[src/rtl/tl_demux_d.sv]
// rtl/tl_demux_d.sv - TileLink D-channel demux with 2-entry buffer and burst route lock
package tl_pkg;
   localparam logic [2:0] ACCESS_ACK      = 3'd0;
   localparam logic [2:0] ACCESS_ACK_DATA = 3'd1;

   typedef struct packed {
      logic [2:0]  opcode;
      logic [7:0]  size;
      logic [7:0]  source;
      logic [31:0] data;
   } d_beat_t;
endpackage

module tl_demux_d #(
   parameter int  MASTER_NUM = 2,
   parameter type DATA_T     = tl_pkg::d_beat_t,
   parameter int  SRC_LSB    = 0,
   parameter int  IDX_W      = $clog2(MASTER_NUM)
) (
   input  logic         clk_i,
   input  logic         rst_i,
   tl_demux_d_if.slave  bus
);
   typedef enum logic [1:0] {
      ST_IDLE  = 2'd0,
      ST_BURST = 2'd1
   } state_e;

   state_e                 state_q, state_d;
   logic [9:0]             beat_cnt_q, beat_cnt_d;
   logic [IDX_W-1:0]       lock_idx_q, lock_idx_d;
   logic [1:0]             fill_q, fill_d;
   logic                   wr_ptr_q, rd_ptr_q;
   DATA_T                  mem_q [2];

   DATA_T                  head;
   logic                   empty, push, pop, legal;
   logic [IDX_W-1:0]       idx;
   logic [MASTER_NUM-1:0]  sel_valid;

   assign head  = mem_q[rd_ptr_q];
   assign empty = (fill_q == 2'd0);
   assign push  = bus.inp_valid_i && (fill_q != 2'd2);
   assign idx   = (state_q == ST_BURST) ? lock_idx_q : head.source[SRC_LSB +: IDX_W];
   assign legal = 32'(idx) < 32'(MASTER_NUM);

   // An out-of-range head is sunk without waiting on any ready.
   always_comb begin
      for (int p = 0; p < MASTER_NUM; p++) begin
         sel_valid[p] = !empty && legal && (32'(idx) == 32'(p));
      end
      pop    = !empty && (!legal || |(sel_valid & bus.oup_ready_i));
      fill_d = fill_q + {1'b0, push} - {1'b0, pop};
   end

   always_ff @(posedge clk_i or negedge rst_i) begin
      if (!rst_i) begin
         state_q    <= ST_IDLE;
         beat_cnt_q <= '0;
         lock_idx_q <= '0;
         fill_q     <= 2'd0;
         wr_ptr_q   <= 1'b0;
         rd_ptr_q   <= 1'b0;
      end else begin
         state_q    <= state_d;
         beat_cnt_q <= beat_cnt_d;
         lock_idx_q <= lock_idx_d;
         fill_q     <= fill_d;
         if (push) wr_ptr_q <= ~wr_ptr_q;
         if (pop)  rd_ptr_q <= ~rd_ptr_q;
      end
   end

   always_ff @(posedge clk_i) begin
      if (push) mem_q[wr_ptr_q] <= bus.inp_bits_i;
   end

   always_comb begin
      state_d    = state_q;
      beat_cnt_d = beat_cnt_q;
      lock_idx_d = lock_idx_q;
      case (state_q)
         ST_IDLE: begin
            // The lock also captures an illegal index so the whole burst is sunk.
            if (pop && head.opcode == tl_pkg::ACCESS_ACK_DATA && head.size != '0) begin
               state_d    = ST_BURST;
               beat_cnt_d = 10'(head.size);
               lock_idx_d = idx;
            end
         end
         ST_BURST: begin
            if (pop) begin
               beat_cnt_d = beat_cnt_q - 10'd1;
               if (beat_cnt_q == 10'd1) state_d = ST_IDLE;
            end
         end
         default: state_d = ST_IDLE;
      endcase
   end

   always_comb begin
      bus.inp_ready_o = (fill_q != 2'd2);
      bus.oup_valid_o = sel_valid;
      bus.route_err_o = !empty && !legal && (state_q == ST_IDLE);
      for (int p = 0; p < MASTER_NUM; p++) begin
         bus.oup_bits_o[p] = head;
      end
   end
endmodule
[src/rtl/tl_demux_d_if.sv]
// rtl/tl_demux_d_if.sv - D-channel demux bus: one upstream stream, MASTER_NUM downstream ports
interface tl_demux_d_if #(
   parameter int  MASTER_NUM = 2,
   parameter type DATA_T     = logic [0:0]
) ();
   DATA_T                   inp_bits_i;
   logic                    inp_valid_i;
   logic                    inp_ready_o;
   DATA_T [MASTER_NUM-1:0]  oup_bits_o;
   logic  [MASTER_NUM-1:0]  oup_valid_o;
   logic  [MASTER_NUM-1:0]  oup_ready_i;
   logic                    route_err_o;

   modport master (
      output inp_bits_i, inp_valid_i, oup_ready_i,
      input  inp_ready_o, oup_bits_o, oup_valid_o, route_err_o
   );

   modport slave (
      input  inp_bits_i, inp_valid_i, oup_ready_i,
      output inp_ready_o, oup_bits_o, oup_valid_o, route_err_o
   );
endinterface

[src/flat_wrapper.sv]
// flat-port wrapper written by rule: the top's interface ports become plain ports
module tl_demux_d_flat 
#(
   parameter int  MASTER_NUM = 2,
   parameter type DATA_T     = tl_pkg::d_beat_t,
   parameter int  SRC_LSB    = 0,
   parameter int  IDX_W      = $clog2(MASTER_NUM)
)
  (clk_i, rst_i, bus_inp_bits_i, bus_inp_valid_i, bus_oup_ready_i, bus_inp_ready_o, bus_oup_bits_o, bus_oup_valid_o, bus_route_err_o);
  tl_demux_d_if #(.MASTER_NUM(MASTER_NUM), .DATA_T(DATA_T)) bus_i ();
  input  logic clk_i;
  input  logic rst_i;
  input wire logic [$bits(bus_i.inp_bits_i)-1:0] bus_inp_bits_i;
  input wire logic [$bits(bus_i.inp_valid_i)-1:0] bus_inp_valid_i;
  input wire logic [$bits(bus_i.oup_ready_i)-1:0] bus_oup_ready_i;
  output wire logic [$bits(bus_i.inp_ready_o)-1:0] bus_inp_ready_o;
  output wire logic [$bits(bus_i.oup_bits_o)-1:0] bus_oup_bits_o;
  output wire logic [$bits(bus_i.oup_valid_o)-1:0] bus_oup_valid_o;
  output wire logic [$bits(bus_i.route_err_o)-1:0] bus_route_err_o;
  assign bus_i.inp_bits_i = bus_inp_bits_i;
  assign bus_i.inp_valid_i = bus_inp_valid_i;
  assign bus_i.oup_ready_i = bus_oup_ready_i;
  assign bus_inp_ready_o = bus_i.inp_ready_o;
  assign bus_oup_bits_o = bus_i.oup_bits_o;
  assign bus_oup_valid_o = bus_i.oup_valid_o;
  assign bus_route_err_o = bus_i.route_err_o;
  tl_demux_d #(.MASTER_NUM(MASTER_NUM), .DATA_T(DATA_T), .SRC_LSB(SRC_LSB), .IDX_W(IDX_W)) u_core (.clk_i(clk_i), .rst_i(rst_i), .bus(bus_i));
endmodule
[config.mk]
export PLATFORM = sky130hd
export DESIGN_NAME = tl_demux_d_flat
export DESIGN_NICKNAME = d
export VERILOG_FILES = /design/src/rtl/tl_demux_d.sv /design/src/rtl/tl_demux_d_if.sv /design/src/flat_wrapper.sv
export SDC_FILE = /design/constraint.sdc
export NUM_CORES = 1
export LEC_CHECK = 0
export BUFFER_PORTS_ARGS = -buffer_cell sky130_fd_sc_hd__buf_2
export CAP_MARGIN = 0
export CORE_MARGIN = 2
export CORE_UTILIZATION = 46
export DETAILED_ROUTE_END_ITERATION = 6
export GPL_ROUTABILITY_DRIVEN = 0
export PLACE_DENSITY = 0.72
export SYNTH_ARGS = -nofsm -noshare
export SYNTH_HDL_FRONTEND = slang
export SYNTH_SLANG_ARGS = --single-unit
[constraint.sdc]
create_clock -name clk_i -period 2.9 [get_ports clk_i]
set_input_delay 0.29 -clock clk_i [delete_from_list [all_inputs] [get_ports clk_i]]
set_output_delay 0.29 -clock clk_i [all_outputs]
set_load 0.02 [all_outputs]
==> results.json <==
{
  "start_util_pct": 47.5,
  "cp-start-kind": "flop",
  "endpoint_kind": "flop",
  "synth_ff_type": "edfxtp_1",
  "synthCells": 329,
  "clk_pin_slew_ns": 0.06,
  "ctsResizeCount": 0,
  "max_stage_delay_ns": 0.62,
  "yosysWarnings": 0,
  "fmax_mhz": 388,
  "synth_async_sr_flop_share_pct": 13.6,
  "max_slew_margin_pct": 53.1,
  "ant_nets": 0,
  "drt_pass1_iterations": 4,
  "htree_levels": 4,
  "worstPathCellList": "buf_4 -> or4b_2 -> o22ai_1 -> a2111oi_2 -> buf_4 -> and2_2 -> a221o_1",
  "timing.setup.tns_ns": 0,
  "status": "finished clean",
  "cp.required_ns": 3.29,
  "place_ws_ns": 0.343,
  "cp_slowest_cell": "or4b_2",
  "row_count": 38,
  "fillers": 795,
  "ctsRootBufferMaster": "clkbuf_8",
  "yosys.cell_types.count": 48,
  "yosysMostFrequentCell": "edfxtp_1",
  "dp_hpwl_um": 7000,
  "fp.dieW_um": 110,
  "cts_tree": "done",
  "cts_buffers": 17,
  "syn_avg_cell_area_sq_um": 15.7,
  "synth_top_area_share_pct": 59.3,
  "fin_util_pct": 62.7,
  "yosys-top-cells-count": "edfxtp_1 (102), buf_4 (52), mux2_2 (47)",
  "powerDensity_nw_per_um2": 1120,
  "grt_pass1_wl_um": 16400,
  "hold_viol_final": 0,
  "cp_max_fo": 23,
  "drt_iter0_markers": 153,
  "min_path_type": "input pin to flop",
  "dpl.cell_count": 573,
  "maxCapViolations": 0,
  "nets": 564,
  "worst_slew_pin_slew_ns": 0.703,
  "min_period_ns": 2.57,
  "num_io_pins": 162,
  "cp_data_arrival_time_ns": 2.96,
  "path_common_cell": "buf_4",
  "ys_seq_area_share_pct": 67.0,
  "core_area_sq_um": 10900,
  "fin_cells": 657,
  "crit_buf_inv": 2,
  "worst_slack_ns": 0.326,
  "drive_gt1_share_pct": 50.7,
  "vias": 3306,
  "post-route-period-util_pct": 88.8,
  "p_leak_nw": 2.76,
  "synth-seq-cells": 118,
  "clock-sinks": 118,
  "synth.largest_area_cell": "edfxtp_1",
  "port_buffers": 160,
  "rsz0062_at_grt": "false",
  "clk_latency_ns": 0.51,
  "place_area_sq_um": 5760,
  "design_area_sq_um": 6830,
  "synth_edf_count": 102,
  "track_usage_pct": 18.5,
  "syn-num-nets": 389,
  "viasPerCell": 5.03,
  "grt_antenna_before_repair": 0,
  "diodes": 0,
  "regArea_sq_um": 3460,
  "cts_max_path_buffers": 2,
  "multi_input_comb_area_sq_um": 1190,
  "finClkSkew_ns": 0.00493,
  "crit_type": "flop to flop",
  "cp_top_family": "simple AND/OR/NAND/NOR gates",
  "grt_max_degree": 52,
  "die_h_um": 110,
  "setup_viol": 0,
  "ir_drop_uv": 786,
  "grt-ovfl-total": 0,
  "netlist_area_sq_um": 5170,
  "route.detailed.drc": 0,
  "synth.area.top_cells": "edfxtp_1 (59%), mux2_2 (10%), dfrtp_1 (7.7%)",
  "wl_per_cell_um": 16.3,
  "syn2layout_area_growth_pct": 32.1,
  "grt_pass1_vias": 3409,
  "fp.dieArea_sq_um": 12100,
  "drt_wl_total_um": 10700,
  "slew_viol_final": 0
}
## logic make-up (layout without fill, tap and decap cells)
logic type	after synthesis	count (layout)	synth area share [%]
flops	118	118	67.0
mux	54	54	11.8
other cells	1	1	0.0726
compound gates	28	28	4.53
buf+inv	77	265	10.0
xor+xnor	4	4	0.678
simple gates	43	43	4.91
fa+ha+maj	4	4	0.968
## placed cells by master (no fill, tap or decap), types with 5 or more instances in the layout
cell           instances
clkbuf_16             16
mux2_2                47
nor2_1                 5
nand2_1                9
edfxtp_1             102
dfrtp_1               15
buf_4                  5
buf_2                160
inv_1                 14
dlygate4sd3_1         52
mux2i_1                5
o22ai_1                5
## metal layers
layer  GRT usage [%]  routed length [um]  vias up
li1                -                   -     1538
met1            19.8                4170     1600
met2            32.5                5560      148
met3            6.17                 727       20
met4            9.04                 235        0
met5               0                   0        -
## flip-flops by register name, indices dropped and copies added (netlist names)
signal             cells
u_core.rd_ptr_q        1
u_core.lock_idx_q      1
u_core.beat_cnt_q     10
u_core.mem_q         102
u_core.wr_ptr_q        1
u_core.fill_q          2
u_core.state_q         1
## what timing repair did
action | in CTS | in global routing
hold endpoints to repair | 118 | 0
buffers inserted | 0 | 0
hold buffers | 52 | 0
## final timing paths
check,cells past startpoint,slack (ns),startpoint,endpoint
max,7,0.33,u_core.rd_ptr_q,u_core.beat_cnt_q[6]
min,3,0.16,bus_inp_valid_i,u_core.wr_ptr_q
max reg2reg,7,0.33,u_core.rd_ptr_q,u_core.beat_cnt_q[6]
min reg2reg,1,0.53,u_core.fill_q[1],u_core.fill_q[1]
max in group asynchronous,2,2.37,rst_i,u_core.rd_ptr_q
min in group asynchronous,2,0.23,rst_i,u_core.beat_cnt_q[1]
## power by group
| group | switching [mW] | internal (mW) |
|---|---|---|
| combinational | 2.01 | 1.20 |
| clock | 0.761 | 1.14 |
| sequential | 0.201 | 2.35 |
| total | 2.97 | 4.68 |
## per-stage QoR
step	hold slack (ns)	power, mW
after floorplan	-0.00559	5.16
after global placement	0.225	5.68
after detailed placement	0.234	5.74
after CTS	0.137	7.70
after global routing	0.175	8.03
final	0.159	7.65
## final cells by class
class                      count  area share [%]
inverter                      15            1.01
tap                          140            2.57
multi-input combinational    134            17.5
clock inverter                15            1.94
clock buffer                  17            6.06
sequential                   118            50.7
timing repair buffer         218            20.2
## worst reg2reg max path: cells and delay by family (launching register included)
kind | cells | cell delay (ns)
AOI/OAI and AO/OA | 3 | 0.65
buffers and inverters | 2 | 0.50
DFF | 1 | 0.43
and+or+nand+nor | 2 | 0.88
Power figures use the tool's default switching activity.
